[src/rtl/noise_ctrl_pkg.sv]
// Shared types and constants for the noise generator load/run controller.
package noise_ctrl_pkg;

  localparam int unsigned TableBytes    = 128;
  localparam int unsigned TableWords    = TableBytes / 8;
  localparam int unsigned AddrW         = 8;
  // Word address of the optional checksum word for a full table (right after the table).
  localparam int unsigned ChkWordOffset = TableWords;

  typedef enum logic [2:0] {
    StIdle,
    StLoad,
    StDrain,
    StSettle,
    StRun,
    StDone
  } noise_ctrl_state_t;

endpackage

[src/rtl/noise_rd_tracker.sv]
// Tracks outstanding OCM reads: a Depth-deep valid/address shift register.
module noise_rd_tracker
  import noise_ctrl_pkg::*;
#(
  parameter int unsigned Depth = 2
) (
  input  logic             clk,
  input  logic             rstn,
  input  logic             issue_i,
  input  logic [AddrW-1:0] addr_i,
  input  logic             flush_i,
  output logic             ret_valid_o,
  output logic [AddrW-1:0] ret_addr_o,
  output logic             empty_o
);

  logic [Depth-1:0] valid_q;
  logic [AddrW-1:0] addr_q [Depth];

  // Shift each issued read toward the return stage; flush drops everything in flight.
  always_ff @(posedge clk or negedge rstn) begin
    if (!rstn) begin
      valid_q <= '0;
      for (int i = 0; i < int'(Depth); i++) addr_q[i] <= '0;
    end else if (flush_i) begin
      valid_q <= '0;
    end else begin
      valid_q[0] <= issue_i;
      addr_q[0]  <= addr_i;
      for (int i = 1; i < int'(Depth); i++) begin
        valid_q[i] <= valid_q[i-1];
        addr_q[i]  <= addr_q[i-1];
      end
    end
  end

  assign ret_valid_o = valid_q[Depth-1];
  assign ret_addr_o  = addr_q[Depth-1];

  // Empty means nothing remains outstanding once the current return (if any) is consumed.
  always_comb begin
    empty_o = 1'b1;
    for (int i = 0; i < int'(Depth) - 1; i++) begin
      if (valid_q[i]) empty_o = 1'b0;
    end
  end

endmodule

[src/rtl/noise_load_ctrl.sv]
// Noise generator sequencer: loads the distribution table from OCM, enables the
// generator, waits for done_wait and counts samples up to a programmed target.
// Optional: NOISE_LOAD_CHECKSUM_EN adds an XOR checksum word read after the table.
module noise_load_ctrl
  import noise_ctrl_pkg::*;
#(
  parameter int unsigned NUM_WORDS = TableWords,
  parameter int unsigned MEM_LAT   = 2,
  parameter int unsigned TIMEOUT   = 1024,
  parameter int unsigned CNT_W     = 32
) (
  input  logic             clk,
  input  logic             rstn,
  input  logic             start_i,
  input  logic             abort_i,
  input  logic [CNT_W-1:0] sample_target_i,
  output logic             ocm_rd_en_o,
  output logic [AddrW-1:0] ocm_rd_addr_o,
  input  logic [63:0]      ocm_rd_data_i,
  output logic [63:0]      mem_data_o,
  output logic [AddrW-1:0] location_o,
  output logic             load_mem_o,
  input  logic             done_wait_i,
  output logic             noise_en_o,
  input  logic             noise_out_valid_i,
  output logic             busy_o,
  output logic             done_o,
  output logic             err_o,
  output logic [CNT_W-1:0] sample_cnt_o
);

  localparam int unsigned TmoW = $clog2(TIMEOUT + 1);
`ifdef NOISE_LOAD_CHECKSUM_EN
  localparam logic [AddrW-1:0] LastAddr = AddrW'(NUM_WORDS);
`else
  localparam logic [AddrW-1:0] LastAddr = AddrW'(NUM_WORDS - 1);
`endif

  noise_ctrl_state_t state_q, state_d;
  logic [AddrW-1:0]  addr_q, addr_d;
  logic [CNT_W-1:0]  target_q, target_d;
  logic [CNT_W-1:0]  cnt_q, cnt_d;
  logic [TmoW-1:0]   tmo_q, tmo_d;
  logic              err_q, err_d;
  logic [63:0]       mem_data_q;
  logic [AddrW-1:0]  location_q;

  logic             trk_valid, trk_empty, fwd, ret_is_chk, chk_bad, accept;
  logic [AddrW-1:0] trk_addr;

  noise_rd_tracker #(
    .Depth (MEM_LAT)
  ) u_rd_tracker (
    .clk         (clk),
    .rstn        (rstn),
    .issue_i     (ocm_rd_en_o),
    .addr_i      (addr_q),
    .flush_i     (abort_i),
    .ret_valid_o (trk_valid),
    .ret_addr_o  (trk_addr),
    .empty_o     (trk_empty)
  );

  assign accept = (state_q == StIdle) & start_i & ~abort_i;

`ifdef NOISE_LOAD_CHECKSUM_EN
  logic [63:0] acc_q;

  assign ret_is_chk = (trk_addr == LastAddr);
  // The checksum word is always the last read, so it is returning when the tracker reports empty.
  assign chk_bad    = trk_valid & ret_is_chk & (acc_q != ocm_rd_data_i);

  // XOR-accumulate every forwarded table word of the current load.
  always_ff @(posedge clk or negedge rstn) begin
    if (!rstn)       acc_q <= '0;
    else if (accept) acc_q <= '0;
    else if (fwd)    acc_q <= acc_q ^ ocm_rd_data_i;
  end
`else
  assign ret_is_chk = 1'b0;
  assign chk_bad    = 1'b0;
`endif

  // Returns are discarded on abort; the checksum word never reaches the generator.
  assign fwd          = trk_valid & ~abort_i & ~ret_is_chk;
  assign load_mem_o   = fwd;
  assign mem_data_o   = fwd ? ocm_rd_data_i : mem_data_q;
  assign location_o   = fwd ? trk_addr : location_q;
  assign ocm_rd_addr_o = addr_q;
  assign busy_o       = (state_q != StIdle);
  assign err_o        = err_q;
  assign sample_cnt_o = cnt_q;

  // State and datapath registers.
  always_ff @(posedge clk or negedge rstn) begin
    if (!rstn) begin
      state_q    <= StIdle;
      addr_q     <= '0;
      target_q   <= '0;
      cnt_q      <= '0;
      tmo_q      <= '0;
      err_q      <= 1'b0;
      mem_data_q <= '0;
      location_q <= '0;
    end else begin
      state_q  <= state_d;
      addr_q   <= addr_d;
      target_q <= target_d;
      cnt_q    <= cnt_d;
      tmo_q    <= tmo_d;
      err_q    <= err_d;
      if (fwd) begin
        mem_data_q <= ocm_rd_data_i;
        location_q <= trk_addr;
      end
    end
  end

  // Next-state and control outputs; abort overrides everything and leaves err alone.
  always_comb begin
    state_d     = state_q;
    addr_d      = addr_q;
    target_d    = target_q;
    cnt_d       = cnt_q;
    tmo_d       = tmo_q;
    err_d       = err_q;
    ocm_rd_en_o = 1'b0;
    noise_en_o  = 1'b0;
    done_o      = 1'b0;
    if (abort_i) begin
      state_d = StIdle;
      addr_d  = '0;
    end else begin
      case (state_q)
        StIdle: begin
          if (start_i) begin
            target_d = sample_target_i;
            cnt_d    = '0;
            err_d    = 1'b0;
            addr_d   = '0;
            state_d  = StLoad;
          end
        end
        StLoad: begin
          ocm_rd_en_o = 1'b1;
          addr_d      = addr_q + 1'b1;
          if (addr_q == LastAddr) begin
            addr_d  = '0;
            state_d = StDrain;
          end
        end
        StDrain: begin
          if (trk_empty) begin
            tmo_d = '0;
            if (chk_bad) begin
              err_d   = 1'b1;
              state_d = StDone;
            end else begin
              state_d = StSettle;
            end
          end
        end
        StSettle: begin
          noise_en_o = 1'b1;
          if (done_wait_i) begin
            state_d = StRun;
          end else if (tmo_q == TmoW'(TIMEOUT - 1)) begin
            err_d   = 1'b1;
            state_d = StDone;
          end else begin
            tmo_d = tmo_q + 1'b1;
          end
        end
        StRun: begin
          noise_en_o = 1'b1;
          if (!done_wait_i) err_d = 1'b1;
          if (noise_out_valid_i && (cnt_q != '1)) begin
            cnt_d = cnt_q + 1'b1;
            if ((target_q != '0) && (cnt_q + 1'b1 == target_q)) state_d = StDone;
          end
        end
        StDone: begin
          done_o  = 1'b1;
          state_d = StIdle;
        end
        default: state_d = StIdle;
      endcase
    end
  end

endmodule

[config.mk]
export PLATFORM = sky130hd
export DESIGN_NAME = noise_load_ctrl
export DESIGN_NICKNAME = d
export VERILOG_FILES = /design/src/rtl/noise_ctrl_pkg.sv /design/src/rtl/noise_rd_tracker.sv /design/src/rtl/noise_load_ctrl.sv
export SDC_FILE = /design/constraint.sdc
export NUM_CORES = 1
export LEC_CHECK = 0
export BUFFER_PORTS_ARGS = -buffer_cell sky130_fd_sc_hd__buf_4
export CORE_MARGIN = 1
export CORE_UTILIZATION = 40
export CTS_CLUSTER_SIZE = 28
export DETAILED_ROUTE_END_ITERATION = 8
export PLACE_DENSITY = 0.68
export SYNTH_ARGS = -nofsm -noshare
export SYNTH_HDL_FRONTEND = slang
export SYNTH_SLANG_ARGS = --single-unit
[constraint.sdc]
create_clock -name clk -period 2.95 [get_ports clk]
set_clock_uncertainty 0.1 [all_clocks]
set_input_delay 0.4425 -clock clk [delete_from_list [all_inputs] [get_ports clk]]
set_output_delay 0.4425 -clock clk [all_outputs]
set_load 0.03 [all_outputs]
# After elaboration in Yosys (flattened, before gate mapping)
# Index checks and enable logic that the tools add are counted.
[totals]
regBits = 177
input_bits = 102
out_inout_bits = 118
wordCells = 88
[classes]
add_sub_neg = 3
n_eq_ne = 22
n_mux = 34
bitwise = 2
reduce_logical = 16
[op_table]
columns = ["op", "count"]
rows = [
  ["32-bit two-way mux", 2],
  ["64-bit two-way mux", 1],
  ["32-bit case mux with 2 select lines", 1],
  ["11-bit two-way mux", 3],
  ["32-bit by 1-bit adder with 32-bit output (second input constant)", 1],
  ["32-bit equality test", 1],
  ["8-bit two-way mux", 4],
  ["32-bit inequality test (second input constant)", 1],
  ["32-bit nonzero test", 1],
  ["3-bit two-way mux", 8],
  ["11-bit case mux with 2 select lines", 1],
  ["8-bit case mux with 2 select lines", 1],
  ["3-bit inequality test (second input constant)", 5],
  ["3-bit case mux with 5 select lines", 1],
  ["2-bit inequality test (second input constant)", 7],
  ["6-bit AND reduction", 2],
  ["11-bit by 1-bit adder with 11-bit output (second input constant)", 1],
  ["11-bit by 10-bit equality test with 1-bit output (second input constant)", 1],
  ["1-bit two-way mux", 10],
  ["3-bit nonzero test", 3],
  ["8-bit by 1-bit adder with 8-bit output (second input constant)", 1],
  ["8-bit by 4-bit equality test with 1-bit output (second input constant)", 1],
  ["3-bit by 2-bit equality test with 1-bit output (second input constant)", 2],
  ["3-bit equality test (second input constant)", 2],
  ["other kinds (14)", 16],
]

# Logic depth before layout (Yosys ltp)
# Gate-level depths: netlist (run 1).
[depth]
word_depth = 7
ltp_mapped = 10
mapped_depth_nobuf = 8

# By module
# From an unflattened synthesis (run 1), not the netlist that was laid out.
[hier_totals]
hier_cells = 768
hier_area_um2 = 8757.1
[by_module_without_submodules]
columns = ["module", "n_inst", "cells_per_inst", "area_per_inst_um2", "seq_area_each_um2"]
rows = [
  ["noise_load_ctrl", 1, 721, 7983.9, 3978.8],
  ["noise_rd_tracker", 1, 47, 773.2, 450.4],
]

# Worst setup path after synthesis (run 1)
# No wires, ideal clock.
[synth_path]
kind = "register to register"
startpoint = "register cnt_q[0] (netlist: sample_cnt_o[0])"
endpoint = "register cnt_q[24] (netlist: sample_cnt_o[24])"
setup_time_ps = 141
arrival_ps = 2962
required_ps = 2709
path_slack_ps = -253
path_stages_with_launch = 10
n_path_buf = 2
synth_period_minus_slack_ps = 3203
cell_sequence = "dfrtp_1 -> ha_1 -> nand3_1 -> or4_1 -> or4b_1 -> a31oi_1 -> or4b_2 -> buf_2 -> buf_2 -> o31ai_1"
[synth_via]
elab_chain_cells = 4
word_cells_on_any_way = 7
classes_between = "1 x add/sub; 2 x eq/ne; 2 x mux; 2 x reduce/logical"
[synth_lines]
columns = ["element", "line", "rtl"]
rows = [
  ["start, declared", "noise_load_ctrl.sv:42", "logic [CNT_W-1:0] cnt_q, cnt_d;"],
  ["start signal, assigned", "noise_load_ctrl.sv:109", "cnt_q <= cnt_d;"],
  ["parallel branches: the longest is 4 deep, another holds 32-bit by 1-bit adder with 32-bit output", "-", ""],
]
# Several ways; the timed one is not identified. The select of a mux whose other input is x is not followed.
# A chain may end at the register's enable or synchronous reset.

# Worst setup path in the final report (run 1)
[layout_path]
startpoint = "register cnt_q[0] (netlist: sample_cnt_o[0])"
endpoint = "register state_q[0]"
[layout_via]
elab_chain_cells = 5
word_cells_on_any_way = 8
classes_between = "1 x add/sub; 4 x eq/ne; 3 x reduce/logical"
[layout_lines]
columns = ["element", "line", "rtl"]
rows = [
  ["32-bit by 1-bit adder with 32-bit output", "noise_load_ctrl.sv:179", "if ((target_q != '0) && (cnt_q + 1'b1 == target_q)) state_d = StDone;"],
  ["32-bit equality test", "noise_load_ctrl.sv:179", ""],
  ["1-bit logical AND", "noise_load_ctrl.sv:179", ""],
  ["3-bit inequality test (no source line)", "-", ""],
  ["6-bit AND reduction (no source line) *", "-", ""],
  ["end signal, assigned", "noise_load_ctrl.sv:97", "state_q <= StIdle;"],
  ["end signal, assigned", "noise_load_ctrl.sv:106", "state_q <= state_d;"],
  ["end, declared", "noise_load_ctrl.sv:39", "noise_ctrl_state_t state_q, state_d;"],
]
# Mark *: on every way between the ends. The rest lies on a longest branch, timed or not.

==> summary.md, run 1 <==
| Metric | Value |
|---|---|
| Area share of the largest cell type after synthesis | `51.1%` |
| Root Driver | `clkbuf_16` |
| Drt via density | `5.43` |
| Leak | `5.25 nW` |
| Commonest non-fill, non-tap cell in the layout | `buf_4` |
| Starting Density | `41.0%` |
| RSZ-0062 raised after global routing | `no` |
| Post-synth EDFFs | `0` |
| M3 GR Usage | `3.88%` |
| Port Buffer Count | `219` |
| Data required, critical path | `3.20 ns` |
| Grt total ovfl | `0` |
| H-tree levels | `4` |
| Final nets | `1,136` |
| Crit Path Max Fanout | `9` |
| CP max stage delay | `0.53 ns` |
| CTS tree | `built` |
| Die H | `149 um` |
| Crit start category | `flop` |
| Actual slew at the worst max-slew pin | `0.680 ns` |
| Net count after synthesis | `884` |
| Core area | `21,200 sq um` |
| Vias in the first global route | `6,918` |
| Tmin final | `2.83 ns` |
| Sequential fraction of the synthesis area | `51.1%` |
| Top_reg_cell synth | `dfrtp_1` |
| Top cells by area, synth | `dfrtp_1 (51%), mux2_2 (16%), xnor2_1 (3.3%)` |
| Antenna violations before repair | `1` |
| Worst-skew pair later-pin latency | `0.44 ns` |
| CP arrival | `3.07 ns` |
| Commonest non-fill, non-tap cells in the layout | `buf_4 (280), dfrtp_1 (171), mux2_2 (124), o21ai_0 (54), nor2_1 (47)` |
| Count of final hold-check violations | `0` |
| Bufs on Longest Clock Path | `2` |
| Status | `finished, final reports clean` |
| Critical path endpoint category | `flop` |
| Final worst path period share | `95.8%` |
| Synth cell types | `63` |
| Num Clock Sinks | `177` |
| Slew headroom | `54.6%` |
| WL/cell | `17.5 um` |
| Avg Synthesized Cell Area | `11.1 sq um` |
| Placement Rows | `53` |
| Die area | `22,300 sq um` |
| First-pass GRT wire length | `35.9 mm` |
| Hold WC Path Type | `in2reg` |
| Final setup violation count | `0` |
| YS warnings | `0` |
| CTS clk-pin slew, worst paths | `0.08 ns` |
| Max Slew Vio Count | `0` |
| GR Util All Layers | `20.8%` |
| #FFs+latches synth | `177` |
| GR Layer Usage met1 | `26.2%` |
| Remaining DRCs | `0` |
| Crit-path most repeated cell | `or4_1` |
| Area delta synth->final | `34.4%` |
| WL final | `23.0 mm` |
| Horiz. Die Dim | `149 um` |
| Fraction of layout cells with a size suffix above 1 | `44.5%` |
| Top-level port count | `220` |
| Post-DRT Antenna Nets | `0` |
| Vias | `7,163` |
| CTS Buf Count | `17` |
| Met2 Usage GRT | `35.3%` |
| Setup TNS | `0 ns` |
| CP Cell Sequence | `ha_4 > nand3_2 > buf_4 > or4_1 > and3_1 > or4_1 > a21oi_1 > nand4_1 > o31ai_2` |
| GP Congestion | `0.872` |
| GR peak layer | `met2` |
| Slowest cell on crit path | `or4_1` |
| Max-cap violations | `0` |
| Largest net degree at the start of global routing | `70` |
| Max VDD drop | `0.407 mV` |
| PD cells | `854 nW/um^2` |
| Number of DRC markers in iteration 0 | `414` |
| Post-CTS Setup Bufs | `0` |
| Fmax | `354 MHz` |
| Power Total | `0.00996 W` |
| Async SR Flop Fraction | `100%` |
| Kind of critical path | `reg2reg` |
| Detail Placement HPWL | `16.8 mm` |
| DRT Pass-1 Iters | `5` |
| Cell Area, Synth | `8670 sq um` |
| Synth area leader | `dfrtp_1` |
| Syn Inst Count | `779` |
[worst paths after layout]
check	startpoint	endpoint	slack [ns]	cells past startpoint
min in group asynchronous	rstn	target_q[31]	0.49	2
worst min register to register	mem_data_q[16]	mem_data_q[16]	0.40	1
worst min-delay path	sample_target_i[21]	target_q[21]	0.13	2
worst max-delay path	sample_cnt_o[0]	state_q[0]	0.12	9
worst max register to register	sample_cnt_o[0]	state_q[0]	0.12	9
max in group asynchronous	rstn	u_rd_tracker.addr_q[12]	1.41	3
[cells in the mapped netlist, types with 5 or more instances]
cell type and number:
nand4_1 21, buf_2 11, nand3_1 25, nor4_1 22
inv_1 11, and3_1 6, o31ai_1 19, nor2_1 47
o21ai_0 54, dfrtp_1 177, nor2b_1 7, or4_1 7
mux2_2 124, or3_1 9, clkbuf_1 32, o41ai_1 10
xor2_1 13, nand2_1 38, nand2b_1 5, xnor2_1 33
nor3_1 10, a21oi_1 24, a31oi_1 9
[kinds of logic after synthesis]
kind of cell	after synthesis	share of synthesized area, %
AOI/OAI and AO/OA	135	9.73
xor gates and xnor gates	46	4.65
adders and majority gates	3	0.433
buffers and inverters	63	3.09
DFF	177	51.1
muxes	128	16.6
and+or+nand+nor	227	14.4
[flip-flops by register name, indices dropped and copies added, names as in the netlist]
register / flops
u_rd_tracker.ret_addr_o: 8
tmo_q: 11
err_o: 1
location_q: 8
state_q: 3
u_rd_tracker.valid_q: 2
u_rd_tracker.addr_q: 8
sample_cnt_o: 32
mem_data_q: 64
target_q: 32
ocm_rd_addr_o: 8
[area by class of cell]
class                      count  area [sq um]
clock buffer                  17           425
multi-input combinational    539          4010
tap                          275           344
antenna                        1          2.50
fill                        1833          9500
clock inverter                15           211
timing repair buffer         285          2180
sequential                   177          4440
inverter                      11          41.3
[worst max-delay path, delay by kind of cell (launching register included)]
family          cells  cell delay [ns]
flops               1             0.39
fa+ha+maj           1             0.17
compound gates      2             0.42
simple gates        5             1.48
buf+inv             1             0.17
[through the flow]
| stage | hold WS (ns) | std cells | setup WS [ns] | area [sq um] | utilization [%] |
|---|---|---|---|---|---|
| final | 0.132 | 1320 | 0.124 | 11700 | 55.1 |
| after floorplan | 0.0469 | 779 | 0.0162 | 8690 | - |
| after global placement | 0.371 | 1286 | 0.162 | 11000 | 52.0 |
| after CTS | 0.122 | 1319 | 0.0621 | 11600 | 55.0 |
| after global routing | 0.124 | 1319 | 0.0125 | 11600 | 55.1 |
| after detailed placement | 0.385 | 1286 | 0.0674 | 11000 | 52.0 |
[power breakdown]
group          switching (W)  internal, W
Clock                0.00117      0.00117
Combinational        0.00225      0.00177
Sequential          0.000451      0.00315
Total                0.00387      0.00608
[routing by layer]
layer	vias to the layer above	share of wire [%]
met3	34	6.1
met2	267	49
met5	-	0
li1	3363	-
met1	3499	43
met4	0	2.0
[repair_timing]
action,CTS,global route
hold buffers,1,0
gates resized for setup,0,2
setup endpoints to repair,0,25
hold endpoints to repair,65,0
Note: power is estimated with default switching activity, not from simulation.
==> run 2: changes to the inputs <==
==> constraint.sdc (replaced) <==
create_clock -name clk -period 2.95 [get_ports clk]
set_clock_uncertainty 0.1 [all_clocks]
set_input_delay 0 -clock clk [delete_from_list [all_inputs] [get_ports clk]]
set_output_delay 0 -clock clk [all_outputs]
set_load 0.03 [all_outputs]
==> run 2 against run 1 <==
Against the previous run: the run now ends with negative hold slack left; first-iteration DRC count grew 32%; core utilization grew 4.6 points; sequential share of layout area shrank 2.9 points; die area is the same; design area grew 8.3%; hold slack lost 0.14 ns; via count grew 5.4%; combinational power grew 3%; total power grew 1.3%; setup slack lost 0.049 ns; largest cell class unchanged.
==> summary.md, run 2 (synthesized netlist as in run 1, its figures left out) <==
| Metric | Value |
|---|---|
| Antenna cells | `0` |
| Max-cap violations | `0` |
| CP arrival | `3.11 ns` |
| Port Buffer Count | `219` |
| Final worst path period share | `97.5%` |
| Seq. cell area | `4440 sq um` |
| Post-route design area | `12,600 sq um` |
| Fraction of layout cells with a size suffix above 1 | `40.4%` |
| Detail Placement HPWL | `16.8 mm` |
| Final nets | `1,231` |
| Max Slew Vio Count | `0` |
| Leak | `5.65 nW` |
| Bufs on Longest Clock Path | `2` |
| Die area | `22,300 sq um` |
| Num Clock Sinks | `177` |
| Worst reg2reg path startpoint | `sample_cnt_o[1]` |
| Max VDD drop | `0.388 mV` |
| Final core occ | `59.7%` |
| Critical path endpoint category | `flop` |
| Starting Density | `41.0%` |
| Slew headroom | `55.1%` |
| Max FFs per register | `64` |
| Post-DRT Antenna Nets | `0` |
| Placement Rows | `53` |
| Final setup violation count | `0` |
| Critical Path Start | `sample_cnt_o[1]` |
| Number of DRC markers in iteration 0 | `548` |
| Remaining DRCs | `0` |
| GP Congestion | `0.884` |
| RSZ-0062 raised after global routing | `yes` |
| Worst-skew pair later-pin latency | `0.43 ns` |
| Die H | `149 um` |
| DRT Pass-1 Iters | `5` |
| Status | `complete, but fails checks` |
| GR Util All Layers | `22.2%` |
| Crit Path Max Fanout | `9` |
| Core area | `21,200 sq um` |
| First-pass GRT wire length | `38.8 mm` |
| CTS tree | `built` |
| Most flop-heavy register | `mem_data_q` |
| WL/cell | `17.3 um` |
| Data required, critical path | `3.19 ns` |
| H-tree levels | `4` |
| Crit start category | `flop` |
| Post-CTS Setup Bufs | `0` |
| Failing checks | `negative hold slack` |
| WL final | `24.5 mm` |
| Top-level port count | `220` |
| CTS Buf Count | `17` |
| Multi-input logic area | `4010 sq um` |
| Drt via density | `5.34` |
| Final Worst Setup Slack | `0.0750 ns` |
| Antenna violations before repair | `0` |
| Vias | `7,553` |
| CTS clk-pin slew, worst paths | `0.08 ns` |
| Placed Area | `11,000 sq um` |
| Largest net degree at the start of global routing | `69` |
| Commonest non-fill, non-tap cells in the layout | `buf_4 (273), dfrtp_1 (171), mux2_2 (124), dlygate4sd3_1 (102), o21ai_0 (54)` |
| Kind of critical path | `reg2reg` |
| Vias in the first global route | `7,390` |
| Power Total | `0.0101 W` |
| Grt total ovfl | `0` |
| Fmax | `348 MHz` |
| FILL cells | `1,679` |
| Pre-CTS WS | `0.0348 ns` |
| Hold_ws | `-0.00383 ns` |
| PD cells | `799 nW/um^2` |
| Area delta synth->final | `45.6%` |
| Commonest non-fill, non-tap cell in the layout | `buf_4` |
| Horiz. Die Dim | `149 um` |
| Root Driver | `clkbuf_16` |
| Actual slew at the worst max-slew pin | `0.672 ns` |
| Hold WC Path Type | `in2async` |
| Count of final hold-check violations | `1` |
| Tmin final | `2.88 ns` |
-- run 2: layout make-up --
cell class / count / share of cell area, %
sequential: 177 / 35.1
multi-input combinational: 539 / 31.8
timing repair buffer: 380 / 25.0
clock buffer: 17 / 3.37
tap: 275 / 2.73
clock inverter: 15 / 1.64
inverter: 11 / 0.327
-- run 2: final timing paths --
path | to | slack, ns | depth (start not counted)
setup / recovery | state_q[0] | 0.07 | 9
hold / removal | target_q[31] | -0.004 | 2
setup reg to reg | state_q[0] | 0.07 | 9
hold reg to reg | tmo_q[10] | 0.39 | 1
max in group asynchronous | sample_cnt_o[0] | 1.90 | 3
min in group clk | state_q[0] | 0.18 | 7
-- run 2: what timing repair did --
item | in CTS | in global routing
setup endpoints to repair | 0 | 25
gates resized for setup | 0 | 3
hold endpoints to repair | 247 | 0
hold buffers | 102 | 0
-- run 2: worst max-delay path, stage by stage (launching register included) --
cell and delay [ns]:
dfrtp_2 0.43, ha_4 0.18, nand3_2 0.09, buf_4 0.18, or4_1 0.53, and3_1 0.18
or4_1 0.54, a21oi_2 0.13, nand4_1 0.16, o31ai_2 0.25
-- run 2: routing by layer --
metal / up-vias / routed length, um / global-route usage (%)
met5: - / 0 / 0
met4: 0 / 445 / 6.94
met2: 334 / 11800 / 37.7
met1: 3637 / 10400 / 28.2
li1: 3546 / - / -
met3: 36 / 1860 / 4.46
-- run 2: per-stage QoR --
step                      hold WS [ns]  setup TNS [ns]  instances
after global placement         -0.0808               0       1280
final                         -0.00383               0       1414
after detailed placement       -0.0799               0       1280
after CTS                       0.0169               0       1414
after global routing            0.0382          -0.137       1414
after floorplan                 -0.396               0        779
-- run 2: power breakdown --
part	internal [W]	total, W	leakage [nW]	switching [W]
combinational	0.00186	0.00415	3.08	0.00229
clock	0.00117	0.00234	0.303	0.00117
sequential	0.00315	0.00360	2.27	0.000454
==> run 3: changes to the inputs <==
--- a/config.mk
+++ b/config.mk
@@ -5,6 +5,7 @@
 export SDC_FILE = /design/constraint.sdc
 export NUM_CORES = 1
 export LEC_CHECK = 0
+export ABC_AREA = 1
 export BUFFER_PORTS_ARGS = -buffer_cell sky130_fd_sc_hd__buf_4
 export CORE_MARGIN = 1
 export CORE_UTILIZATION = 40
==> run 3 against run 2 <==
Against the previous run: the flow now finishes without violations; first-iteration DRC count grew 4.2%; synthesized cell count grew 51%; critical path depth grew 9; design area shrank 2.6%; routed wire length grew 6.8%; die area grew 0.79%; non-clock buffer count shrank 50; highest routed layer unchanged; largest power group unchanged.
==> summary.md, run 3 <==
| Metric | Value |
|---|---|
| Data required, critical path | `3.17 ns` |
| Worst reg2reg path startpoint | `sample_cnt_o[1]` |
| DRT Pass-1 Iters | `8` |
| Fmax | `367 MHz` |
| Post-DRT Antenna Nets | `0` |
| Max Slew Vio Count | `0` |
| Metal3 WL | `1.39 mm` |
| Net count after synthesis | `1,284` |
| Setup TNS | `0 ns` |
| Slowest cell on crit path | `dfrtp_1` |
| Met2 routed wirelength | `12.6 mm` |
| Synth area leader | `dfrtp_1` |
| Crit start category | `flop` |
| Syn Inst Count | `1,179` |
| Worst-skew pair later-pin latency | `0.43 ns` |
| Number of DRC markers in iteration 0 | `571` |
| CP arrival | `2.94 ns` |
| GP Congestion | `0.924` |
| WL final | `26.2 mm` |
| Critical Path Start | `sample_cnt_o[1]` |
| Pre-CTS WS | `0.274 ns` |
| Vias | `8,756` |
| Max FFs per register | `64` |
| Starting Density | `41.2%` |
| CTS tree | `built` |
| Top-level port count | `220` |
| Final core occ | `57.9%` |
| Largest net degree at the start of global routing | `79` |
| Sequential fraction of the synthesis area | `50.7%` |
| Port Buffer Count | `219` |
| Leak | `6.26 nW` |
| CP Cell Sequence | `ha_1 > nand2_2 > nor2_4 > nand2_2 > nor2_1 > nand2_1 > nand3_1 > nand2_1 > inv_1 > nand2_1 > nor2_1 > nand2_1 > nor2_1 > nand3_1 > nand2_2 > nand2_2 > nand2_1 > nand2_1` |
| YS warnings | `0` |
| Most numerous cell in the Yosys netlist | `nand2_1` |
| Antenna cells | `0` |
| Remaining DRCs | `0` |
| Slew headroom | `50.0%` |
| H-tree levels | `4` |
| Final worst path period share | `92.3%` |
| Commonest non-fill, non-tap cell in the layout | `nand2_1` |
| Core area | `21,200 sq um` |
| Crit Path Max Fanout | `5` |
| Final setup violation count | `0` |
| WL/cell | `14.6 um` |
| Final nets | `1,603` |
| Cell Area, Synth | `8740 sq um` |
| First-pass GRT wire length | `41.6 mm` |
| Flop2flop setup slack | `0.23 ns` |
| Fraction of layout cells with a size suffix above 1 | `19.6%` |
| Drt via density | `4.90` |
| Commonest non-fill, non-tap cells in the layout | `nand2_1 (527), buf_4 (228), dfrtp_1 (176), inv_1 (104), nor2_1 (101)` |
| Detail Placement HPWL | `18.4 mm` |
| Max-cap violations | `0` |
| Status | `finished, final reports clean` |
| CTS Buf Count | `17` |
| Horiz. Die Dim | `150 um` |
| Inst Count DP | `1,655` |
| Root Driver | `clkbuf_16` |
| Die H | `150 um` |
| Final Worst Setup Slack | `0.226 ns` |
| Die area | `22,400 sq um` |
| Area share of the largest cell type after synthesis | `50.7%` |
| Worst Hold Launch | `start_i` |
| Tmin final | `2.72 ns` |
| Antenna violations before repair | `0` |
| Crit-path most repeated cell | `nand2_1` |
| Bufs on Longest Clock Path | `2` |
| Post-Route M1 WL | `11.5 mm` |
| Actual slew at the worst max-slew pin | `0.750 ns` |
| Top_reg_cell synth | `dfrtp_1` |
| Num Clock Sinks | `177` |
| PD cells | `808 nW/um^2` |
| Avg Synthesized Cell Area | `7.41 sq um` |
| Most flop-heavy register | `mem_data_q` |
| Count of final hold-check violations | `0` |
| Placement Rows | `53` |
| GR Util All Layers | `23.7%` |
| Vias in the first global route | `8,465` |
| Final std cells w/o fill | `1,786` |
| Hold WC Path Type | `in2reg` |
| Top cells by area, synth | `dfrtp_1 (51%), nand2_1 (23%), inv_1 (4.5%)` |
| CP max stage delay | `0.45 ns` |
| Grt total ovfl | `0` |
| Synth cell types | `32` |
| DR top layer | `met4` |
| Critical path endpoint category | `flop` |
| Max VDD drop | `0.406 mV` |
| Area delta synth->final | `40.6%` |
| Kind of critical path | `reg2reg` |
| Post-synth EDFFs | `0` |
| #FFs+latches synth | `177` |
| Async SR Flop Fraction | `100%` |
| Post-synth top cells | `nand2_1 (528), dfrtp_1 (177), inv_1 (104)` |
| CTS clk-pin slew, worst paths | `0.07 ns` |
| RSZ-0062 raised after global routing | `no` |
-- run 3: kinds of logic after synthesis --
family          count (synthesis)  share of synthesized area (%)
compound gates                 99                           6.09
flops                         177                           50.7
fa+ha+maj                       3                          0.430
buf+inv                       139                           6.09
simple gates                  751                           35.4
xor+xnor                       10                           1.32
-- run 3: metrics by stage --
step	cell area, sq um	total power (W)	hold slack (ns)
CTS	12300	0.00996	0.0394
finish	12300	0.00993	0.0500
global route	12300	0.0105	0.0946
detailed placement	10700	0.00765	0.00394
floorplan	8740	0.00608	-0.396
global placement	10700	0.00759	-0.000430
-- run 3: final timing paths --
kind                                              end  cells after the start
max in group asynchronous               mem_data_q[0]                      3
setup reg to reg                           state_q[1]                     18
hold reg to reg            u_rd_tracker.ret_addr_o[4]                      2
hold / removal                                  err_o                      5
min in group asynchronous                target_q[14]                      2
setup / recovery                           state_q[1]                     18
-- run 3: layer usage --
layer,vias up,global-route usage (%)
met1,4069,30.4
li1,4346,-
met4,0,9.80
met3,53,3.99
met2,288,39.7
met5,-,0
-- run 3: timing repair --
item,4_1_cts,5_1_grt
hold endpoints to repair,194,0
hold buffers,99,0
setup endpoints to repair,0,3
buffers inserted,0,0
resized for setup,0,1
-- run 3: final cells by class --
type / instances / area (sq um)
clock buffer: 17 / 425
sequential: 177 / 4430
timing repair buffer: 330 / 2750
clock inverter: 15 / 145
inverter: 109 / 409
tap: 275 / 344
fill: 1898 / 8930
multi-input combinational: 863 / 3780
-- run 3: critical path, delay by kind of cell (launching register included) --
family	cells	cell delay, ns
buffers and inverters	1	0.05
adder cells (fa/ha/maj)	1	0.28
flip-flops	1	0.45
AND/OR/NAND/NOR	16	1.74
-- run 3: power by group --
part,internal (W),switching [W]
registers,0.00319,0.000417
clock network,0.00112,0.00106
logic,0.00147,0.00268
total,0.00578,0.00415
